$ cat src/rtl/cordic_job_scheduler.sv
// Round-robin scheduler sharing one CORDIC accelerator: grant -> 1-cycle launch -> busy until Ready -> response.
// One job in flight; req_ready only in IDLE, response held until rsp_ready, watchdog forces one stop pulse.
module cordic_job_scheduler #(
    parameter int p_WIDTH    = 32,
    parameter int p_NUM_REQ  = 4,
    parameter int p_ID_WIDTH = 2,
    parameter int p_TIMEOUT  = 63
) (
    input  logic                           clk,
    input  logic                           rst,
    input  logic [p_NUM_REQ-1:0]           req_valid,
    output logic [p_NUM_REQ-1:0]           req_ready,
    input  logic [p_NUM_REQ*16-1:0]        req_ctrl,
    input  logic [p_NUM_REQ*p_WIDTH-1:0]   req_x,
    input  logic [p_NUM_REQ*p_WIDTH-1:0]   req_y,
    input  logic [p_NUM_REQ*p_WIDTH-1:0]   req_z,
    output logic [31:0]                    acc_ctrl_in,
    output logic [p_WIDTH-1:0]             acc_x_in,
    output logic [p_WIDTH-1:0]             acc_y_in,
    output logic [p_WIDTH-1:0]             acc_z_in,
    input  logic [31:0]                    acc_ctrl_out,
    input  logic                           acc_ctrl_we,
    input  logic [p_WIDTH-1:0]             acc_x_res,
    input  logic [p_WIDTH-1:0]             acc_y_res,
    input  logic [p_WIDTH-1:0]             acc_z_res,
    output logic                           rsp_valid,
    input  logic                           rsp_ready,
    output logic [p_ID_WIDTH-1:0]          rsp_id,
    output logic [p_WIDTH-1:0]             rsp_x,
    output logic [p_WIDTH-1:0]             rsp_y,
    output logic [p_WIDTH-1:0]             rsp_z,
    output logic [3:0]                     rsp_flags,
    output logic [4:0]                     rsp_iter,
    output logic                           busy
);

    localparam int                    lp_SW   = p_ID_WIDTH + 1;
    localparam logic [lp_SW-1:0]      lp_NREQ = lp_SW'(p_NUM_REQ);
    localparam logic [p_ID_WIDTH-1:0] lp_LAST = p_ID_WIDTH'(p_NUM_REQ - 1);
    localparam logic [7:0]            lp_TO   = 8'(p_TIMEOUT);

    typedef enum logic [1:0] {
        S_IDLE,
        S_LAUNCH,
        S_BUSY,
        S_RESP
    } state_t;

    state_t                  r_state;
    state_t                  w_state_nxt;
    logic [p_ID_WIDTH-1:0]   r_rr_ptr;
    logic [p_ID_WIDTH-1:0]   r_id;
    logic [15:0]             r_ctrl;
    logic [p_WIDTH-1:0]      r_x;
    logic [p_WIDTH-1:0]      r_y;
    logic [p_WIDTH-1:0]      r_z;
    logic [7:0]              r_wdog;
    logic                    r_stop_sent;
    logic                    r_rsp_vld;
    logic [p_ID_WIDTH-1:0]   r_rsp_id;
    logic [p_WIDTH-1:0]      r_rsp_x;
    logic [p_WIDTH-1:0]      r_rsp_y;
    logic [p_WIDTH-1:0]      r_rsp_z;
    logic [3:0]              r_rsp_flags;
    logic [4:0]              r_rsp_iter;

    logic                    w_gnt_vld;
    logic [p_ID_WIDTH-1:0]   w_gnt_id;
    logic [lp_SW-1:0]        w_sum;
    logic                    w_done;
    logic                    w_stop;
    logic                    w_unused_ok;

    // First valid requester at or after r_rr_ptr, scanning upward with wrap.
    always_comb begin
        w_gnt_vld = 1'b0;
        w_gnt_id  = '0;
        w_sum     = '0;
        for (int i = 0; i < p_NUM_REQ; i++) begin
            w_sum = {1'b0, r_rr_ptr} + lp_SW'(i);
            if (w_sum >= lp_NREQ) begin
                w_sum = w_sum - lp_NREQ;
            end
            if (!w_gnt_vld && req_valid[w_sum[p_ID_WIDTH-1:0]]) begin
                w_gnt_vld = 1'b1;
                w_gnt_id  = w_sum[p_ID_WIDTH-1:0];
            end
        end
    end

    always_comb begin
        w_state_nxt = r_state;
        req_ready   = '0;
        acc_ctrl_in = '0;
        w_done      = 1'b0;
        w_stop      = 1'b0;
        case (r_state)
            S_IDLE: begin
                if (w_gnt_vld && !rst) begin
                    req_ready[w_gnt_id] = 1'b1;
                end
                if (w_gnt_vld) begin
                    w_state_nxt = S_LAUNCH;
                end
            end
            S_LAUNCH: begin
                acc_ctrl_in = {16'b0, r_ctrl[15:2], 1'b0, 1'b1};
                w_state_nxt = S_BUSY;
            end
            S_BUSY: begin
                // The acceptance write-enable carries Ready=0; only Ready=1 ends the job.
                w_done      = acc_ctrl_we && acc_ctrl_out[16];
                w_stop      = !w_done && !r_stop_sent && (r_wdog == lp_TO);
                acc_ctrl_in = {16'b0, r_ctrl[15:2], w_stop, 1'b0};
                if (w_done) begin
                    w_state_nxt = S_RESP;
                end
            end
            S_RESP: begin
                if (rsp_ready) begin
                    w_state_nxt = S_IDLE;
                end
            end
            default: w_state_nxt = S_IDLE;
        endcase
    end

    always_ff @(posedge clk) begin
        if (rst) begin
            r_state <= S_IDLE;
        end else begin
            r_state <= w_state_nxt;
        end
    end

    always_ff @(posedge clk) begin
        if (rst) begin
            r_rr_ptr    <= '0;
            r_id        <= '0;
            r_ctrl      <= '0;
            r_x         <= '0;
            r_y         <= '0;
            r_z         <= '0;
            r_wdog      <= '0;
            r_stop_sent <= 1'b0;
            r_rsp_vld   <= 1'b0;
            r_rsp_id    <= '0;
            r_rsp_x     <= '0;
            r_rsp_y     <= '0;
            r_rsp_z     <= '0;
            r_rsp_flags <= '0;
            r_rsp_iter  <= '0;
        end else begin
            case (r_state)
                S_IDLE: begin
                    if (w_gnt_vld) begin
                        r_id   <= w_gnt_id;
                        r_ctrl <= req_ctrl[int'(w_gnt_id)*16 +: 16];
                        r_x    <= req_x[int'(w_gnt_id)*p_WIDTH +: p_WIDTH];
                        r_y    <= req_y[int'(w_gnt_id)*p_WIDTH +: p_WIDTH];
                        r_z    <= req_z[int'(w_gnt_id)*p_WIDTH +: p_WIDTH];
                    end
                end
                S_LAUNCH: begin
                    r_wdog <= '0;
                end
                S_BUSY: begin
                    if (r_wdog != 8'hFF) begin
                        r_wdog <= r_wdog + 8'd1;
                    end
                    if (w_stop) begin
                        r_stop_sent <= 1'b1;
                    end
                    if (w_done) begin
                        r_rsp_vld   <= 1'b1;
                        r_rsp_id    <= r_id;
                        r_rsp_x     <= acc_x_res;
                        r_rsp_y     <= acc_y_res;
                        r_rsp_z     <= acc_z_res;
                        r_rsp_flags <= {r_stop_sent, acc_ctrl_out[21], acc_ctrl_out[18], acc_ctrl_out[17]};
                        r_rsp_iter  <= acc_ctrl_out[26:22];
                    end
                end
                S_RESP: begin
                    if (rsp_ready) begin
                        r_rsp_vld   <= 1'b0;
                        r_stop_sent <= 1'b0;
                        r_rr_ptr    <= (r_id == lp_LAST) ? '0 : r_id + p_ID_WIDTH'(1);
                    end
                end
                default: ;
            endcase
        end
    end

    assign acc_x_in  = r_x;
    assign acc_y_in  = r_y;
    assign acc_z_in  = r_z;
    assign rsp_valid = r_rsp_vld;
    assign rsp_id    = r_rsp_id;
    assign rsp_x     = r_rsp_x;
    assign rsp_y     = r_rsp_y;
    assign rsp_z     = r_rsp_z;
    assign rsp_flags = r_rsp_flags;
    assign rsp_iter  = r_rsp_iter;
    assign busy      = (r_state != S_IDLE);

    assign w_unused_ok = ^{acc_ctrl_out[31:27], acc_ctrl_out[20:19], acc_ctrl_out[15:0], r_ctrl[1:0]};

endmodule

$ cat config.mk
export PLATFORM = sky130hd
export DESIGN_NAME = cordic_job_scheduler
export DESIGN_NICKNAME = d
export VERILOG_FILES = /design/src/rtl/cordic_job_scheduler.sv
export SDC_FILE = /design/constraint.sdc
export NUM_CORES = 1
export LEC_CHECK = 0
export CAP_MARGIN = 5
export CORE_AREA = 8 8 315 317
export CTS_CLUSTER_SIZE = 8
export DETAILED_ROUTE_END_ITERATION = 12
export DIE_AREA = 0 0 323 325
export PLACE_DENSITY = 0.37
export SYNTH_ARGS = -nofsm -noshare
export SYNTH_HDL_FRONTEND = slang
export SYNTH_SLANG_ARGS = --single-unit
$ cat constraint.sdc
create_clock -name clk -period 2.5 [get_ports clk]
set_input_delay 0.625 -clock clk [delete_from_list [all_inputs] [get_ports clk]]
set_output_delay 0.625 -clock clk [all_outputs]
set_load 0.02 [all_outputs]
==> flow_summary.yaml, run 1 <==
critical_path:
  critPathRequiredTime_ns: 1.88
  crit_type: "reg -> out"
  rr_worst_depth: 7
  worst_ep_arrival_time_ns: 1.95
  cp-start-kind: "flop"
  cp_max_fo: 5
  endpoint_kind: "output port"
clocking:
  cts_tree: "built"
  max-clock-path-buffers: 3
  numCtsBuffers: 36
  ctsRootBufferMaster: "clkbuf_16"
  ctsHoldBuffers: 0
  cts.clk_slew.worst_paths_ns: 0.05
  clock_insertion_delay_worst_skew_ns: 0.55
  cts_num_sinks: 233
  h-tree-depth: 2
hold_path:
  holdPathStages: 2
  min_path_type: "in -> reg"
grt:
  grt_max_degree: 80
  grt.total_usage_pct: 15.3
  grt_pass1_vias: 16400
  grt_pass1_wl_um: 119000
  antenna_found_initial: 41
  overflow: 0
floorplan:
  rows: 113
  dieArea_um2: 105000
  ioPinCount: 825
  initial_core_util_pct: 13.0
  core-area_um2: 94200
  die_x_um: 323
  die_height_um: 325
pwr:
  p_switching_mw: 7.89
  seqPwrFrac_pct: 25.3
  swShare_pct: 39.7
  ir_drop_mv: 0.420
  p_clk_share_pct: 23.7
  power_density_nw_per_um2: 828
  pwr-share-comb_pct: 50.9
  p_leak_nw: 8.43
  p_int_mw: 12.0
sta:
  skew_ns: 0.0126
  setup_viol: 6
  hold_viol: 0
  rsz0062_at_grt: "true"
  drv_slew: 0
  slew_headroom_pct: 47.9
  setup_ws_ns: -0.0750
  clock.fmax_mhz: 388
  fin_crit_sh_pct: 103
  fin_crit_ns: 2.58
  holdWs_ns: 0.428
  worstMarginPinSlew_ns: 0.781
synthesis:
  synthXorXnorAreaFrac_pct: 0.285
  synth_fa_ha_area_share_pct: 0.612
  synth.ff_latch_count: 233
  synth_area_um2: 12300
  yosysUniqueCellTypes: 48
  yosys_warnings: 0
  synth_compound_area_share_pct: 36.2
  syn_inst: 1523
  synthMuxAreaShare_pct: 0
  synthSimpleGateAreaFrac_pct: 17.8
  yosysSeqAreaShare_pct: 38.0
  synth_top_family_by_area: "compound AO/OA/AOI/OAI gates"
  syn_area_per_cell_um2: 8.06
finish:
  drive_gt1_share_pct: 15.9
  area_delta_synth_final_pct: 95.4
  nFillCells: 10300
  postLayoutCoreUtil_pct: 25.5
  nets: 2941
routing:
  vias: 15200
  drt_iter0_markers: 686
  drc: 0
  wirelength_um: 84900
  via_per_inst: 4.16
  wl_per_cell_um: 23.2
  dr.pass1.iters: 6
  route.antenna.remaining_nets: 0
placed_design:
  place.port_buffers: 777
  gp_congestion: 0.849
  dp_slack_ns: -0.501
  hpwlAfterDp_um: 65900
job:
  drv_cap: 0
outcome:
  violations: "negative setup slack"
  status: "finished, violations left"
[power by group through the flow]
| stage | Sequential (mW) | Combinational (mW) | Clock (mW) |
|---|---|---|---|
| global placement | 5.06 | 10.1 | 0 |
| CTS | 5.04 | 10.3 | 4.99 |
| global route | 5.13 | 10.9 | 5.10 |
| floorplan | 5.87 | 3.82 | 0 |
| detailed placement | 5.10 | 10.1 | 0 |
| finish | 5.03 | 10.1 | 4.71 |
[final cells by class]
type | count | area [um^2] | area share [%]
repair buffers | 951 | 9590 | 40.0
clock buffers | 48 | 1010 | 4.20
clock inverters | 2 | 17.5 | 0.0731
inverters | 8 | 30.0 | 0.125
diodes | 27 | 67.6 | 0.282
well taps | 1265 | 1580 | 6.60
multi-input cells | 1121 | 7010 | 29.2
flip-flops and latches | 233 | 4680 | 19.5
[cell families (layout without fill, tap and decap cells)]
logic type	Yosys count	after routing
compound gates	584	584
xor+xnor	4	4
fa+ha+maj	6	6
buf+inv	184	1009
flops	233	233
other cells	1	43
simple gates	511	511
[layer usage]
| layer | vias to the layer above | wire (um) | global-route usage (%) |
|---|---|---|---|
| met4 | 18 | 2390 | 6.01 |
| met1 | 7251 | 32300 | 16.6 |
| li1 | 7189 | - | - |
| met3 | 113 | 8620 | 6.63 |
| met5 | - | 110 | 0 |
| met2 | 640 | 41400 | 26.1 |
[cell usage in the layout (no fill, tap or decap), types with 19 or more instances in the layout]
cell type / netlist / routed
a211oi_1: 23 / 22
a211oi_2: 90 / 90
a21o_1: 111 / 111
a21oi_1: 116 / 116
a221oi_1: 110 / 110
buf_12: 0 / 38
buf_4: 22 / 135
buf_6: 3 / 19
clkbuf_16: 0 / 37
clkdlybuf4s50_1: 0 / 751
dfxtp_1: 233 / 228
diode_2: 0 / 27
nand2_1: 230 / 229
nand3_1: 114 / 112
nor2_1: 129 / 127
o21ai_0: 115 / 114
[worst paths after layout]
check | from | slack (ns) | endpoint
setup / recovery | r_state[0]$_SDFFE_PP0P_ | -0.08 | acc_ctrl_in[12]
setup reg to reg | r_rr_ptr[1]$_SDFFE_PP0P_ | 0.32 | acc_z_in[2]$_SDFFE_PP0P_
hold reg to reg | rsp_z[19]$_SDFFE_PP0P_ | 0.45 | rsp_z[19]$_SDFFE_PP0P_
hold / removal | rst | 0.43 | r_id[1]$_SDFFE_PP0P_
[sequential cells by signal (all words and copies together) (netlist names), 5 cells and up]
| name | cells |
|---|---|
| rsp_iter | 5 |
| r_ctrl | 14 |
| rsp_x | 32 |
| acc_x_in | 32 |
| rsp_y | 32 |
| rsp_z | 32 |
| acc_y_in | 32 |
| r_wdog | 8 |
| acc_z_in | 32 |
[Yosys cell counts, drive strengths merged]
cell	count	area share, %
or4	1	0.061
conb	1	0.031
a211oi	113	11
dfxtp	233	38
o21a	2	0.12
and3	2	0.10
and2	15	0.76
nor2b	3	0.21
nand2b	1	0.051
or3	4	0.24
inv	8	0.24
nor3b	3	0.18
o211a	1	0.082
a222oi	1	0.082
o221ai	1	0.071
xor2	2	0.14
a21oi	116	4.7
o21ai	117	4.9
nand4	2	0.10
buf	89	4.2
xnor2	2	0.14
clkbuf	87	2.7
a211o	1	0.071
a21boi	1	0.092
o32a	2	0.16
a22oi	3	0.18
a21o	111	6.8
o41ai	1	0.071
nor4	3	0.28
o32ai	2	0.20
nor2	129	3.9
a221oi	110	7.9
nand2	231	7.1
ha	6	0.61
nand3	114	4.6
nor3	3	0.12
o221a	1	0.092
a311oi	1	0.071
[per-stage QoR]
step	cell area, um^2	power [mW]	setup TNS [ns]	instances
after CTS	23900	20.4	-1.84	3627
after global placement	22600	15.1	-44.21	3565
after detailed placement	22600	15.2	-43.70	3565
final	24000	19.9	-0.186	3655
after floorplan	12300	9.70	-0.0161	1538
after global routing	24000	21.1	-1.95	3648
[timing repair]
item	in CTS	in global routing
resized for setup	115	13
pin swaps	12	4
setup endpoints to repair	21	20
gates cloned	1	0
buffers inserted	11	3
[worst max-delay path: stages (launching register included)]
cell and delay (ns):
dfxtp_2 0.33, inv_2 0.04, buf_6 0.11, ha_4 0.15, o21a_4 0.25, buf_12 0.14, buf_6 0.11, and2_4 0.13
buf_6 0.13
Power figures use the tool's default switching activity.
==> run 2, diff against run 1 <==
--- a/config.mk
+++ b/config.mk
@@ -6,11 +6,11 @@
 export NUM_CORES = 1
 export LEC_CHECK = 0
 export CAP_MARGIN = 5
-export CORE_AREA = 8 8 315 317
+export CORE_AREA = 8 8 319 321
 export CTS_CLUSTER_SIZE = 8
 export DETAILED_ROUTE_END_ITERATION = 12
-export DIE_AREA = 0 0 323 325
-export PLACE_DENSITY = 0.37
+export DIE_AREA = 0 0 327 329
+export PLACE_DENSITY = 0.36
 export SYNTH_ARGS = -nofsm -noshare
 export SYNTH_HDL_FRONTEND = slang
 export SYNTH_SLANG_ARGS = --single-unit
==> constraint.sdc (replaced) <==
create_clock -name clk -period 3.2 [get_ports clk]
set_input_delay 0.8 -clock clk [delete_from_list [all_inputs] [get_ports clk]]
set_output_delay 0.8 -clock clk [all_outputs]
set_load 0.02 [all_outputs]
==> flow_summary.yaml, run 2 (synthesis gave the netlist of run 1 again) <==
floorplan:
  rows: 115
  die_height_um: 329
  ioPinCount: 825
  initial_core_util_pct: 12.6
  dieArea_um2: 108000
  core-area_um2: 97100
  die_x_um: 327
critical_path:
  critPathBufInv: 3
  cp_max_fo: 3
  cp-start-kind: "primary input"
  cp_cell_sequence: "clkdlybuf4s50_1 -> or3_4 -> a21boi_2 -> a211oi_4 -> buf_6 -> buf_12"
  crit_slowest_cell: "clkdlybuf4s50_1"
  crit_path_start: "req_valid[2]"
  critPathRequiredTime_ns: 2.40
  worst_ep_arrival_time_ns: 2.34
  critPathMaxStageDelay_ns: 0.46
  crit_type: "in -> out"
  endpoint_kind: "output port"
  cpLargestDelayFamily: "buffers and inverters"
  r2r-start: "r_rr_ptr[1]$_SDFFE_PP0P_"
outcome:
  status: "complete, no violations"
placed_design:
  dp_slack_ns: -0.264
  place.port_buffers: 777
  gp_congestion: 0.828
  hpwlAfterDp_um: 65200
  place_area_um2: 22000
grt:
  grt_pass1_vias: 15800
  overflow: 0
  grt.total_usage_pct: 15.2
  grt_pass1_wl_um: 122000
  antenna_found_initial: 26
  grt_max_degree: 116
routing:
  wl_per_cell_um: 24.1
  drc: 0
  via_per_inst: 4.16
  drt_iter0_markers: 629
  dr.pass1.iters: 5
  wirelength_um: 86300
  vias: 14900
  route.antenna.remaining_nets: 0
clocking:
  cts_num_sinks: 233
  clock_insertion_delay_worst_skew_ns: 0.57
  max-clock-path-buffers: 3
  numCtsBuffers: 37
  h-tree-depth: 2
  cts_tree: "built"
  cts.clk_slew.worst_paths_ns: 0.05
  ctsRootBufferMaster: "clkbuf_16"
  ctsHoldBuffers: 0
job:
  drv_cap: 0
finish:
  nets: 2854
  area_delta_synth_final_pct: 88.5
  final_cell_mix: "clkdlybuf4s50_1 (754), dfxtp_1 (233), nand2_1 (230), nor2_1 (127), a21oi_1 (116)"
  stdcell_area_um2: 23100
  layout_commonest_cell: "clkdlybuf4s50_1"
  drive_gt1_share_pct: 11.3
  postLayoutCoreUtil_pct: 23.8
pwr:
  p_leak_nw: 7.95
  power_density_nw_per_um2: 647
  ir_drop_mv: 0.314
sta:
  setup_ws_ns: 0.0637
  setup_viol: 0
  fin_crit_ns: 3.14
  slew_headroom_pct: 33.1
  hold_viol: 0
  fin_crit_sh_pct: 98.0
  drv_slew: 0
  worstMarginPinSlew_ns: 1.00
  holdWs_ns: 0.452
  skew_ns: 0.0316
  clock.fmax_mhz: 319
  rsz0062_at_grt: "false"
hold_path:
  min_from: "rsp_iter[1]$_SDFFE_PP0P_"
  min_path_type: "reg -> reg"
-- run 2: changes by cell type in the layout (fill, tap and decap cells not counted), sizes merged, moves of 2 or more --
cell / before / now
dlygate4sd2: 2 / 4
clkdlybuf4s50: 751 / 754
clkinv: 0 / 3
diode: 27 / 9
clkbuf: 49 / 58
buf: 193 / 95
inv: 10 / 8
-- run 2: timing repair --
| action | CTS | global route |
|---|---|---|
| endpoints found under the setup margin | 17 | 13 |
| gates resized for setup | 23 | 23 |
| gates cloned | 0 | 0 |
| setup buffers | 3 | 0 |
| pin swaps | 2 | 1 |
-- run 2: final cells by class --
class,instances,area (um^2)
fillers,10600,74000
repair buffers,863,8800
multi-input cells,1121,6880
flip-flops and latches,233,4660
well taps,1287,1610
clock buffers,51,1030
clock inverters,4,92.6
inverters,8,30.0
diodes,9,22.5
-- run 2: tightest hold or removal path: stages (launching register included) --
cell and delay [ns]:
dfxtp_1 0.30, nand2_1 0.05, a21oi_1 0.05
-- run 2: path summary, 6_finish.rpt --
| path | endpoint | slack (ns) | depth (start not counted) |
|---|---|---|---|
| min reg2reg | rsp_iter[1]$_SDFFE_PP0P_ | 0.45 | 2 |
| max reg2reg | acc_z_in[26]$_SDFFE_PP0P_ | 0.59 | 8 |
| max | req_ready[0] | 0.06 | 6 |
| min | rsp_iter[1]$_SDFFE_PP0P_ | 0.45 | 2 |
-- run 2: layer usage --
metal | part of all wire (%) | track usage, % | vias to the layer above
li1 | - | - | 6986
met4 | 2.1 | 3.58 | 18
met3 | 9.4 | 6.13 | 98
met1 | 38 | 16.6 | 7201
met5 | 0.14 | 0 | -
met2 | 50 | 27.4 | 591
-- run 2: per-stage QoR --
stage / TNS (ns) / std cells / power, mW
final: 0 / 3576 / 15.0
after CTS: 0 / 3567 / 15.4
after global placement: -1.87 / 3509 / 11.2
after global routing: 0 / 3574 / 15.9
after floorplan: 0 / 1538 / 7.57
after detailed placement: -1.90 / 3509 / 11.3
-- run 2: where the power goes --
part | leakage, nW | internal [mW] | switching, mW
registers | 1.91 | 3.56 | 0.359
clock network | 0.542 | 2.31 | 1.64
logic | 5.50 | 3.05 | 4.05
total | 7.95 | 8.92 | 6.05
==> run 3, diff against run 2 <==
--- a/config.mk
+++ b/config.mk
@@ -6,11 +6,11 @@
 export NUM_CORES = 1
 export LEC_CHECK = 0
 export CAP_MARGIN = 5
-export CORE_AREA = 8 8 319 321
+export CORE_AREA = 8 8 311 313
 export CTS_CLUSTER_SIZE = 8
 export DETAILED_ROUTE_END_ITERATION = 12
-export DIE_AREA = 0 0 327 329
-export PLACE_DENSITY = 0.36
+export DIE_AREA = 0 0 319 321
+export PLACE_DENSITY = 0.37
 export SYNTH_ARGS = -nofsm -noshare
 export SYNTH_HDL_FRONTEND = slang
 export SYNTH_SLANG_ARGS = --single-unit
==> flow_summary.yaml, run 3 (synthesis gave the netlist of run 1 again) <==
finish:
  nets: 2864
  area_delta_synth_final_pct: 88.6
  drive_gt1_share_pct: 11.9
  final_cell_mix: "clkdlybuf4s50_1 (754), dfxtp_1 (233), nand2_1 (230), nor2_1 (127), a21oi_1 (116)"
  stdcell_area_um2: 23100
  finalNonFillerCells: 3496
  layout_commonest_cell: "clkdlybuf4s50_1"
clocking:
  clock_insertion_delay_worst_skew_ns: 0.57
  ctsHoldBuffers: 0
  h-tree-depth: 2
  max-clock-path-buffers: 3
  numCtsBuffers: 37
  cts.clk_slew.worst_paths_ns: 0.05
  ctsRootBufferMaster: "clkbuf_16"
  cts_num_sinks: 233
  cts_tree: "built"
hold_path:
  min_from: "rsp_y[24]$_SDFFE_PP0P_"
  min_path_type: "reg -> reg"
routing:
  route.antenna.remaining_nets: 0
  vias: 14900
  drc: 0
  drt_iter0_markers: 785
  wl_per_cell_um: 23.8
  wirelength_um: 83100
  via_per_inst: 4.27
  dr.pass1.iters: 5
floorplan:
  dieArea_um2: 102000
  die_x_um: 319
  die_height_um: 321
  ioPinCount: 825
  initial_core_util_pct: 13.3
  rows: 112
  core-area_um2: 92200
sta:
  worstMarginPinSlew_ns: 0.944
  setup_viol: 0
  hold_viol: 0
  fin_crit_ns: 3.11
  drv_slew: 0
  holdWs_ns: 0.451
  rsz0062_at_grt: "false"
  skew_ns: 0.0259
  clock.fmax_mhz: 322
  slew_headroom_pct: 37.1
  fin_crit_sh_pct: 97.1
critical_path:
  crit_slowest_cell: "clkdlybuf4s50_1"
  critPathBufInv: 4
  critPathRequiredTime_ns: 2.40
  critPathMaxStageDelay_ns: 0.46
  cp_max_fo: 4
  cp_cell_sequence: "clkdlybuf4s50_1 -> or3_4 -> o21ai_4 -> buf_6 -> nor3b_2 -> buf_4 -> buf_12"
  crit_path_start: "req_valid[1]"
  cpLargestDelayFamily: "buffers and inverters"
  crit_type: "in -> out"
  endpoint_kind: "output port"
  cp-start-kind: "primary input"
  r2r-start: "r_state[0]$_SDFFE_PP0P_"
  worst_ep_arrival_time_ns: 2.31
grt:
  grt_max_degree: 113
  antenna_found_initial: 18
  grt_pass1_wl_um: 117000
  grt_pass1_vias: 15800
  grt.total_usage_pct: 15.3
  overflow: 0
pwr:
  p_leak_nw: 8.02
  ir_drop_mv: 0.400
  power_density_nw_per_um2: 650
placed_design:
  place_area_um2: 22000
  gp_congestion: 0.804
  hpwlAfterDp_um: 63600
  dp_cells: 3428
  place.port_buffers: 777
job:
  drv_cap: 0
outcome:
  status: "complete, no violations"
run 3: per-layer routing:
metal	track usage (%)	up-vias	routed length, um
met4	3.94	8	1850
li1	-	7007	-
met5	0	-	48
met3	5.53	90	7020
met2	27.4	587	41500
met1	17.2	7243	32600
run 3: power breakdown:
part           total (mW)  leakage [nW]  switching, mW  internal [mW]
sequential           3.93          1.91          0.368           3.56
clock                3.94         0.540           1.65           2.29
combinational        7.18          5.57           4.06           3.12
run 3: worst paths after layout:
path / slack [ns] / cells after the start / endpoint
worst max-delay path: 0.09 / 7 / req_ready[1]
worst min-delay path: 0.45 / 2 / rsp_y[24]$_SDFFE_PP0P_
worst max register to register: 0.75 / 9 / acc_y_in[3]$_SDFFE_PP0P_
worst min register to register: 0.45 / 2 / rsp_y[24]$_SDFFE_PP0P_
run 3: layout make-up:
class,instances,area [um^2]
Timing Repair Buffer,873,8930
Antenna cell,10,25.0
Multi-Input combinational cell,1121,6890
Tap cell,1197,1500
Clock inverter,5,101
Inverter,8,30.0
Fill cell,10000,69100
Sequential cell,233,4660
Clock buffer,49,1010
run 3: repair_timing:
item	in CTS	in global routing
pin swaps	0	0
endpoints found under the setup margin	18	12
buffers inserted	0	4
gates resized for setup	37	17
gates cloned	0	0
run 3: worst min-delay path, cell delays in order (launching register included):
cell,delay (ns)
dfxtp_1,0.30
nand2_1,0.05
a21oi_1,0.05
run 3: metrics by stage:
stage / power [mW] / setup WS (ns) / util [%] / setup TNS (ns)
after floorplan: 7.57 / 0.135 / - / 0
after global placement: 11.2 / -0.588 / 23.8 / -1.25
after detailed placement: 11.3 / -0.552 / 23.8 / -1.22
after CTS: 15.4 / 0.00382 / 25.1 / 0
after global routing: 16.0 / 0.0139 / 25.1 / 0
final: 15.0 / 0.0927 / 25.1 / 0
